$ cat config.mk
export PLATFORM = sky130hd
export DESIGN_NAME = mem_bus_arbiter
export DESIGN_NICKNAME = d
export VERILOG_FILES = /design/src/rtl/mem_bus_arbiter_pkg.sv /design/src/rtl/mem_bus_arbiter_id_fifo.sv /design/src/rtl/mem_bus_arbiter.sv
export SDC_FILE = /design/constraint.sdc
export NUM_CORES = 1
export LEC_CHECK = 0
export BUFFER_PORTS_ARGS = -buffer_cell sky130_fd_sc_hd__buf_2
export CORE_AREA = 2 2 110 112
export CTS_BUF_LIST = sky130_fd_sc_hd__clkbuf_2 sky130_fd_sc_hd__clkbuf_4 sky130_fd_sc_hd__clkbuf_8
export CTS_CLUSTER_DIAMETER = 150
export CTS_CLUSTER_SIZE = 8
export DETAILED_ROUTE_END_ITERATION = 16
export DIE_AREA = 0 0 112 114
export GPL_ROUTABILITY_DRIVEN = 0
export PLACE_DENSITY = 0.55
export SKIP_LAST_GASP = 1
export SLEW_MARGIN = 20
export SYNTH_ARGS = -nofsm -noshare
export SYNTH_HDL_FRONTEND = slang
export SYNTH_SLANG_ARGS = --single-unit
$ cat constraint.sdc
create_clock -name clk -period 2.3 [get_ports clk]
set_clock_uncertainty 0.2 [all_clocks]
set_input_delay 0.115 -clock clk [delete_from_list [all_inputs] [get_ports clk]]
set_output_delay 0.115 -clock clk [all_outputs]
set_load 0.02 [all_outputs]
$ cat src/rtl/mem_bus_arbiter_pkg.sv
// Shared definitions for the instruction/data memory bus arbiter:
// requester IDs, bus size encodings, lock state encoding and the
// default number of outstanding bus transactions.
package mem_bus_arbiter_pkg;

  typedef enum logic {
    ARB_ID_INST = 1'b0,
    ARB_ID_DATA = 1'b1
  } arb_id_e;

  typedef enum logic {
    LOCK_OFF = 1'b0,
    LOCK_ON  = 1'b1
  } lock_state_e;

  localparam logic [1:0] SIZE_B = 2'd0;
  localparam logic [1:0] SIZE_H = 2'd1;
  localparam logic [1:0] SIZE_W = 2'd2;

  localparam int unsigned OUTSTANDING_DEFAULT = 2;

endpackage

$ cat src/rtl/mem_bus_arbiter_id_fifo.sv
// arb_id_fifo: generic depth-parameterised FIFO of 1-bit requester IDs.
// DEPTH must be a power of two so the read/write pointers wrap naturally.
// Push while full and pop while empty are ignored.
module arb_id_fifo #(
  parameter int unsigned DEPTH = 2
) (
  input  logic                     clk,
  input  logic                     rst,
  input  logic                     push,
  input  logic                     din,
  input  logic                     pop,
  output logic                     full,
  output logic                     empty,
  output logic                     head,
  output logic [$clog2(DEPTH):0]   count
);

  localparam int unsigned PTR_W = $clog2(DEPTH);
  localparam int unsigned CNT_W = $clog2(DEPTH) + 1;

  logic [PTR_W-1:0] wr_ptr;
  logic [PTR_W-1:0] rd_ptr;
  logic             mem [DEPTH];
  logic             push_ok;
  logic             pop_ok;

  assign full  = (count == CNT_W'(DEPTH));
  assign empty = (count == '0);
  assign head  = mem[rd_ptr];

  // Qualify push/pop against full/empty
  always_comb begin
    push_ok = push & ~full;
    pop_ok  = pop & ~empty;
  end

  // Storage, pointers and occupancy count
  always_ff @(posedge clk or posedge rst) begin
    if (rst) begin
      wr_ptr <= '0;
      rd_ptr <= '0;
      count  <= '0;
      for (int unsigned i = 0; i < DEPTH; i++) begin
        mem[i] <= 1'b0;
      end
    end else begin
      if (push_ok) begin
        mem[wr_ptr] <= din;
        wr_ptr      <= wr_ptr + 1'b1;
      end
      if (pop_ok) begin
        rd_ptr <= rd_ptr + 1'b1;
      end
      case ({push_ok, pop_ok})
        2'b10:   count <= count + 1'b1;
        2'b01:   count <= count - 1'b1;
        default: count <= count;
      endcase
    end
  end

endmodule

$ cat src/rtl/mem_bus_arbiter.sv
// mem_bus_arbiter: shares one SRAM-style bus between instruction fetch and
// the load/store path. Requests are accepted with zero added latency; the
// in-order responses are routed back through an ID FIFO.
// Optional build macro: MEM_ARB_RR_EN selects round-robin arbitration
// (default build: fixed data-over-inst priority, no last_grant register).
module mem_bus_arbiter
  import mem_bus_arbiter_pkg::*;
#(
  parameter int unsigned OUTSTANDING = OUTSTANDING_DEFAULT,
  parameter int unsigned ADDR_W      = 32,
  parameter int unsigned DATA_W      = 32
) (
  input  logic                clk,
  input  logic                rst,
  input  logic                inst_req,
  input  logic [ADDR_W-1:0]   inst_addr,
  output logic                inst_addr_ok,
  output logic                inst_data_ok,
  output logic [DATA_W-1:0]   inst_rdata,
  input  logic                data_req,
  input  logic                data_wr,
  input  logic [1:0]          data_size,
  input  logic [ADDR_W-1:0]   data_addr,
  input  logic [DATA_W/8-1:0] data_wstrb,
  input  logic [DATA_W-1:0]   data_wdata,
  output logic                data_addr_ok,
  output logic                data_data_ok,
  output logic [DATA_W-1:0]   data_rdata,
  output logic                bus_req,
  output logic                bus_wr,
  output logic [1:0]          bus_size,
  output logic [ADDR_W-1:0]   bus_addr,
  output logic [DATA_W/8-1:0] bus_wstrb,
  output logic [DATA_W-1:0]   bus_wdata,
  input  logic                bus_addr_ok,
  input  logic                bus_data_ok,
  input  logic [DATA_W-1:0]   bus_rdata
);

  localparam int unsigned CNT_W = $clog2(OUTSTANDING) + 1;

  lock_state_e      lock_state;
  lock_state_e      lock_next;
  arb_id_e          locked_id;
  arb_id_e          locked_id_next;
  arb_id_e          grant;
  logic             grant_valid;
  logic             bus_hs;
  logic             fifo_full;
  logic             fifo_empty;
  logic             fifo_head;
  arb_id_e          head_id;
  logic [CNT_W-1:0] fifo_count;

`ifdef MEM_ARB_RR_EN
  arb_id_e          last_grant;
`endif

  assign head_id = arb_id_e'(fifo_head);
  assign bus_hs  = bus_req & bus_addr_ok;

  // Grant selection: a held lock wins over any policy; a full FIFO
  // blocks everything, even when a pop happens in the same cycle.
  always_comb begin
    grant       = ARB_ID_INST;
    grant_valid = 1'b0;
    if (!fifo_full) begin
      if (lock_state == LOCK_ON) begin
        grant       = locked_id;
        grant_valid = (locked_id == ARB_ID_DATA) ? data_req : inst_req;
      end else begin
`ifdef MEM_ARB_RR_EN
        if (inst_req && data_req) begin
          grant       = (last_grant == ARB_ID_INST) ? ARB_ID_DATA : ARB_ID_INST;
          grant_valid = 1'b1;
        end else if (data_req) begin
          grant       = ARB_ID_DATA;
          grant_valid = 1'b1;
        end else if (inst_req) begin
          grant       = ARB_ID_INST;
          grant_valid = 1'b1;
        end
`else
        if (data_req) begin
          grant       = ARB_ID_DATA;
          grant_valid = 1'b1;
        end else if (inst_req) begin
          grant       = ARB_ID_INST;
          grant_valid = 1'b1;
        end
`endif
      end
    end
  end

  // Drive the shared bus from the granted requester; fetches are word reads
  always_comb begin
    bus_req = grant_valid & ~rst;
    if (grant == ARB_ID_DATA) begin
      bus_wr    = data_wr;
      bus_size  = data_size;
      bus_addr  = data_addr;
      bus_wstrb = data_wstrb;
      bus_wdata = data_wdata;
    end else begin
      bus_wr    = 1'b0;
      bus_size  = SIZE_W;
      bus_addr  = inst_addr;
      bus_wstrb = '0;
      bus_wdata = '0;
    end
  end

  // Request acceptance and in-order response routing
  always_comb begin
    inst_addr_ok = bus_hs & (grant == ARB_ID_INST);
    data_addr_ok = bus_hs & (grant == ARB_ID_DATA);
    inst_data_ok = ~rst & bus_data_ok & ~fifo_empty & (head_id == ARB_ID_INST);
    data_data_ok = ~rst & bus_data_ok & ~fifo_empty & (head_id == ARB_ID_DATA);
    inst_rdata   = bus_rdata;
    data_rdata   = bus_rdata;
  end

  // Lock state register
  always_ff @(posedge clk or posedge rst) begin
    if (rst) begin
      lock_state <= LOCK_OFF;
      locked_id  <= ARB_ID_INST;
    end else begin
      lock_state <= lock_next;
      locked_id  <= locked_id_next;
    end
  end

  // Lock next-state: hold a stalled grant until its address handshake
  always_comb begin
    lock_next      = lock_state;
    locked_id_next = locked_id;
    case (lock_state)
      LOCK_OFF: begin
        if (bus_req && !bus_addr_ok) begin
          lock_next      = LOCK_ON;
          locked_id_next = grant;
        end
      end
      LOCK_ON: begin
        if (bus_hs) begin
          lock_next = LOCK_OFF;
        end
      end
      default: lock_next = LOCK_OFF;
    endcase
  end

`ifdef MEM_ARB_RR_EN
  // Round-robin history: remember who won the last bus handshake
  always_ff @(posedge clk or posedge rst) begin
    if (rst) begin
      last_grant <= ARB_ID_INST;
    end else if (bus_hs) begin
      last_grant <= grant;
    end
  end
`endif

  // Responses come back in order; the FIFO remembers who issued each request
  arb_id_fifo #(
    .DEPTH (OUTSTANDING)
  ) u_id_fifo (
    .clk   (clk),
    .rst   (rst),
    .push  (bus_hs),
    .din   (grant),
    .pop   (bus_data_ok),
    .full  (fifo_full),
    .empty (fifo_empty),
    .head  (fifo_head),
    .count (fifo_count)
  );

`ifndef SYNTHESIS
  // A response with nothing outstanding is a bus protocol violation; it is dropped
  assert property (@(posedge clk) disable iff (rst) !(bus_data_ok && fifo_empty))
    else $warning("mem_bus_arbiter: bus_data_ok with no outstanding request, response dropped");
`endif

endmodule

== Word level (Yosys, flattened, before mapping) ==
Cells that the tools add are included.

* Flip-flop bits (word level): 8
* Word-level logic and storage cells: 64
* Output and inout bits: 140
* Input bits: 141

* Muxes and demuxes: 23
* $add $sub $neg: 4
* Reduce and logical (&&, ||, !) cells: 6
* Equality and inequality tests: 3
* Order comparisons: 3
* Bitwise gates (word level): 18

{| class="wikitable"
|+ Operators with widths
! kind !! count
|-
| $mux W32 || 2
|-
| $mux W1 || 15
|-
| $and A1 B1 Y1 || 10
|-
| $not A1 Y1 || 6
|-
| $eq A2 B2 Y1 const B || 2
|-
| $ge A2 B2 Y1 const B || 2
|-
| $mux W4 || 1
|-
| $not A1 Y2 || 2
|-
| $pmux W2 S2 || 1
|-
| $add A1 B1 Y1 const B || 2
|-
| $add A2 B1 Y2 const B || 1
|-
| $bwmux W2 || 1
|-
| $eq A2 B1 Y1 const B || 1
|-
| $logic_and A1 B1 Y1 || 2
|-
| $logic_not A2 Y1 || 1
|-
| $lt A2 B1 Y1 const B || 1
|-
| $mux W2 || 1
|-
| $pmux W1 S2 || 1
|-
| $reduce_and A2 Y1 || 1
|-
| $reduce_bool A2 Y1 || 1
|-
| $sub A2 B1 Y2 const B || 1
|-
| $demux W1 S1 || 1
|-
| $logic_not A1 Y1 || 1
|}

== Longest topological paths before layout ==
* Depth after elaboration: 9
* Mapped depth: 6
* Gate-level depth less buffers: 6

== Cells and area by module ==
Synthesis repeated with hierarchy kept, for this count alone.

* Cells, all modules: 186
* Area, all modules: 1614.0 sq um

{| class="wikitable"
|+ By module, submodules not included
! module !! sequential area each (sq um) !! cells each !! times used !! area an instance (sq um)
|-
| mem_bus_arbiter || 50.0 || 162 || 1 || 1327.5
|-
| arb_id_fifo || 150.1 || 24 || 1 || 286.5
|}

== Worst setup path after synthesis ==
Ideal clock, no wire load.

* Kind: register -> register
* Start point: register locked_id
* End point: register u_id_fifo.count[1]
* Data required time: 2.021 ns
* Period minus slack after synthesis: 1.812 ns
* Setup slack: 0.488 ns
* Arrival: 1.533 ns
* Cell stages (with the launch flop): 6
* Library setup time: 0.079 ns
* Buffers on the path: 0
* Cell sequence: dfrtp_1 > mux2_2 > o2111ai_2 > ha_1 > nor2_1 > xor2_1

* Word-level cells in the longest chain between the ends: 8
* Elaborated cells on any way between the ends: 10
* Those cells by class: eq/ne (2); mux (4); bitwise (3); reduce/logical (1)

{| class="wikitable"
|+ Ends and longest elaborated chain
! element !! RTL line !! source
|-
| start, declared || mem_bus_arbiter.sv:44 || <nowiki>arb_id_e locked_id;</nowiki>
|-
| start signal, assigned || mem_bus_arbiter.sv:131 || <nowiki>locked_id <= locked_id_next;</nowiki>
|-
| $mux W1 * || mem_bus_arbiter.sv:70 || <nowiki>grant_valid = (locked_id == ARB_ID_DATA) ? data_req : inst_req;</nowiki>
|-
| $mux W1 * || mem_bus_arbiter.sv:68 || <nowiki>if (lock_state == LOCK_ON) begin</nowiki>
|-
| $mux W1 * || mem_bus_arbiter.sv:67 || <nowiki>if (!fifo_full) begin</nowiki>
|-
| $and A1 B1 Y1 * || mem_bus_arbiter.sv:98 || <nowiki>bus_req = grant_valid & ~rst;</nowiki>
|-
| $and A1 B1 Y1 * || mem_bus_arbiter.sv:60 || <nowiki>assign bus_hs = bus_req & bus_addr_ok;</nowiki>
|-
| $and A1 B1 Y1 * || mem_bus_arbiter_id_fifo.sv:33 || <nowiki>push_ok = push & ~full;</nowiki>
|-
| $eq A2 B1 Y1 / $eq A2 B2 Y1 (equally long branches) || mem_bus_arbiter_id_fifo.sv:54 || <nowiki>case ({push_ok, pop_ok})</nowiki>
|-
| $pmux W2 S2 / $reduce_bool A2 Y1 (equally long branches) || - ||
|-
| end signal, assigned || mem_bus_arbiter_id_fifo.sv:55 || <nowiki>2'b10: count <= count + 1'b1;</nowiki>
|-
| end signal, assigned || mem_bus_arbiter_id_fifo.sv:56 || <nowiki>2'b01: count <= count - 1'b1;</nowiki>
|-
| end signal, assigned || mem_bus_arbiter_id_fifo.sv:57 || <nowiki>default: count <= count;</nowiki>
|-
| end, declared || mem_bus_arbiter_id_fifo.sv:15 || <nowiki>output logic [$clog2(DEPTH):0] count</nowiki>
|}

Every way passes the cells marked *; elsewhere a longest branch is shown, timed or not.
A chain may end at the register's enable or synchronous reset.

== Final worst setup path ==
* Start point: register u_id_fifo.count[1]
* End point: output bus_addr[21]

* Word-level cells in the longest chain between the ends: 3

{| class="wikitable"
|+ Ends and longest elaborated chain
! element !! RTL line !! source
|-
| $eq A2 B2 Y1 || mem_bus_arbiter_id_fifo.sv:27 || <nowiki>assign full = (count == CNT_W'(DEPTH));</nowiki>
|-
| $mux W1 || mem_bus_arbiter.sv:67 ||
|-
| $mux W32 || mem_bus_arbiter.sv:99 || <nowiki>if (grant == ARB_ID_DATA) begin</nowiki>
|-
| end, declared || mem_bus_arbiter.sv:32 || <nowiki>output logic [ADDR_W-1:0] bus_addr,</nowiki>
|}

Every way passes these cells.

==> results.cfg <==
[synth]
netlist.area_leader.share_pct = 27.9
syn_area_um2 = 1720
synth_ff_type = dfrtp_1
yosys.area.top_type = buf_4
ys_top_cells_by_area = buf_4, mux2_4, and3_1
synth.distinct_cells = 25
synth_cells = 189
yosys_warnings = 0
synth_seq_cells = 8
synth-edff-count = 0
synth_nets = 331
synth.most_common_cell = buf_4
synthArstFlopShare_pct = 100
ys_top_cells_by_count = buf_4, and3_1, mux2_4, mux2_2
syn_avg_cell_area_um2 = 9.11
synth-seq-area-share_pct = 11.6

[layout]
post_layout_nonfiller_instances = 453
antennaDiodeCount = 0
syn2layout_area_growth_pct = 36.6
layout.nets = 450
drive_gt1_share_pct = 74.8

[critical_path]
crit_fanout = 19
crit_type = register to output pin
crit_path_top_delay_cell = and2_4
path_buf_inv = 1
rr_startpoint = u_id_fifo.count[1]
r2r_cells = 6
start_kind = register
setup.worst_path.end_class = output pin
critPathRequiredTime_ps = 1990
critPathTopFamily = simple AND/OR/NAND/NOR gates
slowest_delay_ps = 420
cp_num_cells = 4
worst-r2r-setup-slack_ps = 180
r2r-end = u_id_fifo.count[1]
arrival_ps = 1860
path_cells = or2b_1 -> and2_4 -> mux2_2 -> buf_2

[timing]
drv_slew = 0
worst_slew_pin_slew_ps = 405
max_slew_margin_pct = 72.7
hold_violations = 0
period_needed_ps = 2170
rsz0062_at_grt = no
max_freq_ghz = 0.461
timing.setup.tns_ps = 0
period_share_pct = 94.4
setup_viol = 0

[routing]
vias = 1684
drt-met1-wl_um = 2650
dr.first_iter.drc_count = 37
highest_layer = met4
drt_pre_antenna_iters = 4
wl_met2_um = 3110
routedWlPerCell_um = 13.8
drc = 0
ant_nets = 0
viasPerCell = 3.72
routed-wl-met3_um = 417
routed_wl_um = 6260

[global_routing]
groute.usage.overall_pct = 8.68
grt_pass1_wl_um = 8780
grt_max_degree = 42
grt.overflow.total = 0
first_global_vias = 1569
antenna_found_initial = 0

[cts]
path_clk_slew_ps = 40
tritoncts = yes
clock_sinks = 8
clock_path_buffers = 2
clk_latency_ps = 230
htree_levels = 1
post_cts_buffers = 0
cts_inserted_buffers = 3
root_buffer = clkbuf_8

[worst_hold_path]
holdPathStages = 0
hold_end = data_rdata[26]
hold_class = input pin to output pin
hp-start = bus_rdata[26]

[job]
cap_violations = 0

[die]
die_y_um = 114
io_pins = 281
die_area_um2 = 12800
die_w_um = 112
floorplan.initialDensity_pct = 14.7
floorplan.rows = 40
core_um2 = 11700

[pwr]
pwr_density_cell_nw_per_um2 = 1190
irDropWorstVdd_mv = 0.834
power_leakage_nw = 1.46

[status]
run_status = completed

[placement]
dp_cells = 446
hpwlAfterDp_um = 5040
io_buffers = 184
metrics by stage:
stage / cell area [um^2] / utilization, % / total power, mW / hold slack, ps / worst slack (ps)
floorplan: 1720 / - / 2.22 / -264 / 488
global placement: 2270 / 19.4 / 2.56 / -100 / 255
detailed placement: 2270 / 19.4 / 2.60 / -95.6 / 207
CTS: 2350 / 20.0 / 2.84 / 30.2 / -22.9
global route: 2350 / 20.1 / 3.01 / 30.0 / 28.7
finish: 2350 / 20.1 / 2.81 / 30.0 / 129
placed cells by master (no fill, tap or decap), types with 2 or more instances in the layout:
master / netlist / layout
mux2_2: 10 / 10
mux2i_1: 2 / 2
nand2_1: 2 / 2
mux2_4: 26 / 26
dfrtp_1: 8 / 8
dlygate4sd3_1: 0 / 3
buf_2: 0 / 184
xnor2_1: 4 / 4
nor2_1: 6 / 6
and3_1: 39 / 39
inv_1: 4 / 4
clkbuf_8: 0 / 3
and2_4: 1 / 2
how the worst max path moves through the flow:
stage	startpoint	endpoint	slack, ps
final	u_id_fifo.count[1]	bus_addr[21]	130
after global routing	u_id_fifo.count[1]	u_id_fifo.count[1]	30
after CTS	u_id_fifo.count[1]	bus_addr[17]	-20
after detailed placement	register	bus_addr[20]	210
after global placement	u_id_fifo.count[1]	u_id_fifo.count[1]	260
after floorplan	locked_id	u_id_fifo.count[1]	490
where the power goes:
part / switching, mW / internal [mW]
sequential: 0.0639 / 0.213
clock: 0.0565 / 0.113
combinational: 1.35 / 1.01
logic make-up (layout without fill, tap and decap cells):
logic type               Yosys count  after routing  share of synthesized area [%]
XOR/XNOR                           5              5                           2.54
multiplexers                      38             38                           30.4
AO/OA/AOI/OAI                      5              5                           2.69
AND/OR/NAND/NOR                   52             53                           17.9
adder cells (fa/ha/maj)            1              1                          0.727
flip-flops                         8              8                           11.6
buffers and inverters             80            196                           34.2
routing by layer:
metal | GRT usage (%) | vias up
met5 | 0 | -
met1 | 11.4 | 761
met3 | 1.49 | 17
li1 | - | 812
met2 | 14.6 | 94
met4 | 2.60 | 0
timing repair:
item                       in CTS  in global routing
gates cloned                    1                  0
hold buffers                    3                  0
hold endpoints to repair       10                  0
resized for setup               0                  2
setup endpoints to repair      12                 14
area by class of cell:
type / instances / area [um^2]
clock buffers: 3 / 41.3
fillers: 1323 / 9360
inverters: 4 / 15.0
multi-input cells: 102 / 942
flip-flops and latches: 8 / 200
well taps: 147 / 184
repair buffers: 189 / 970
Power figures use the tool's default switching activity.
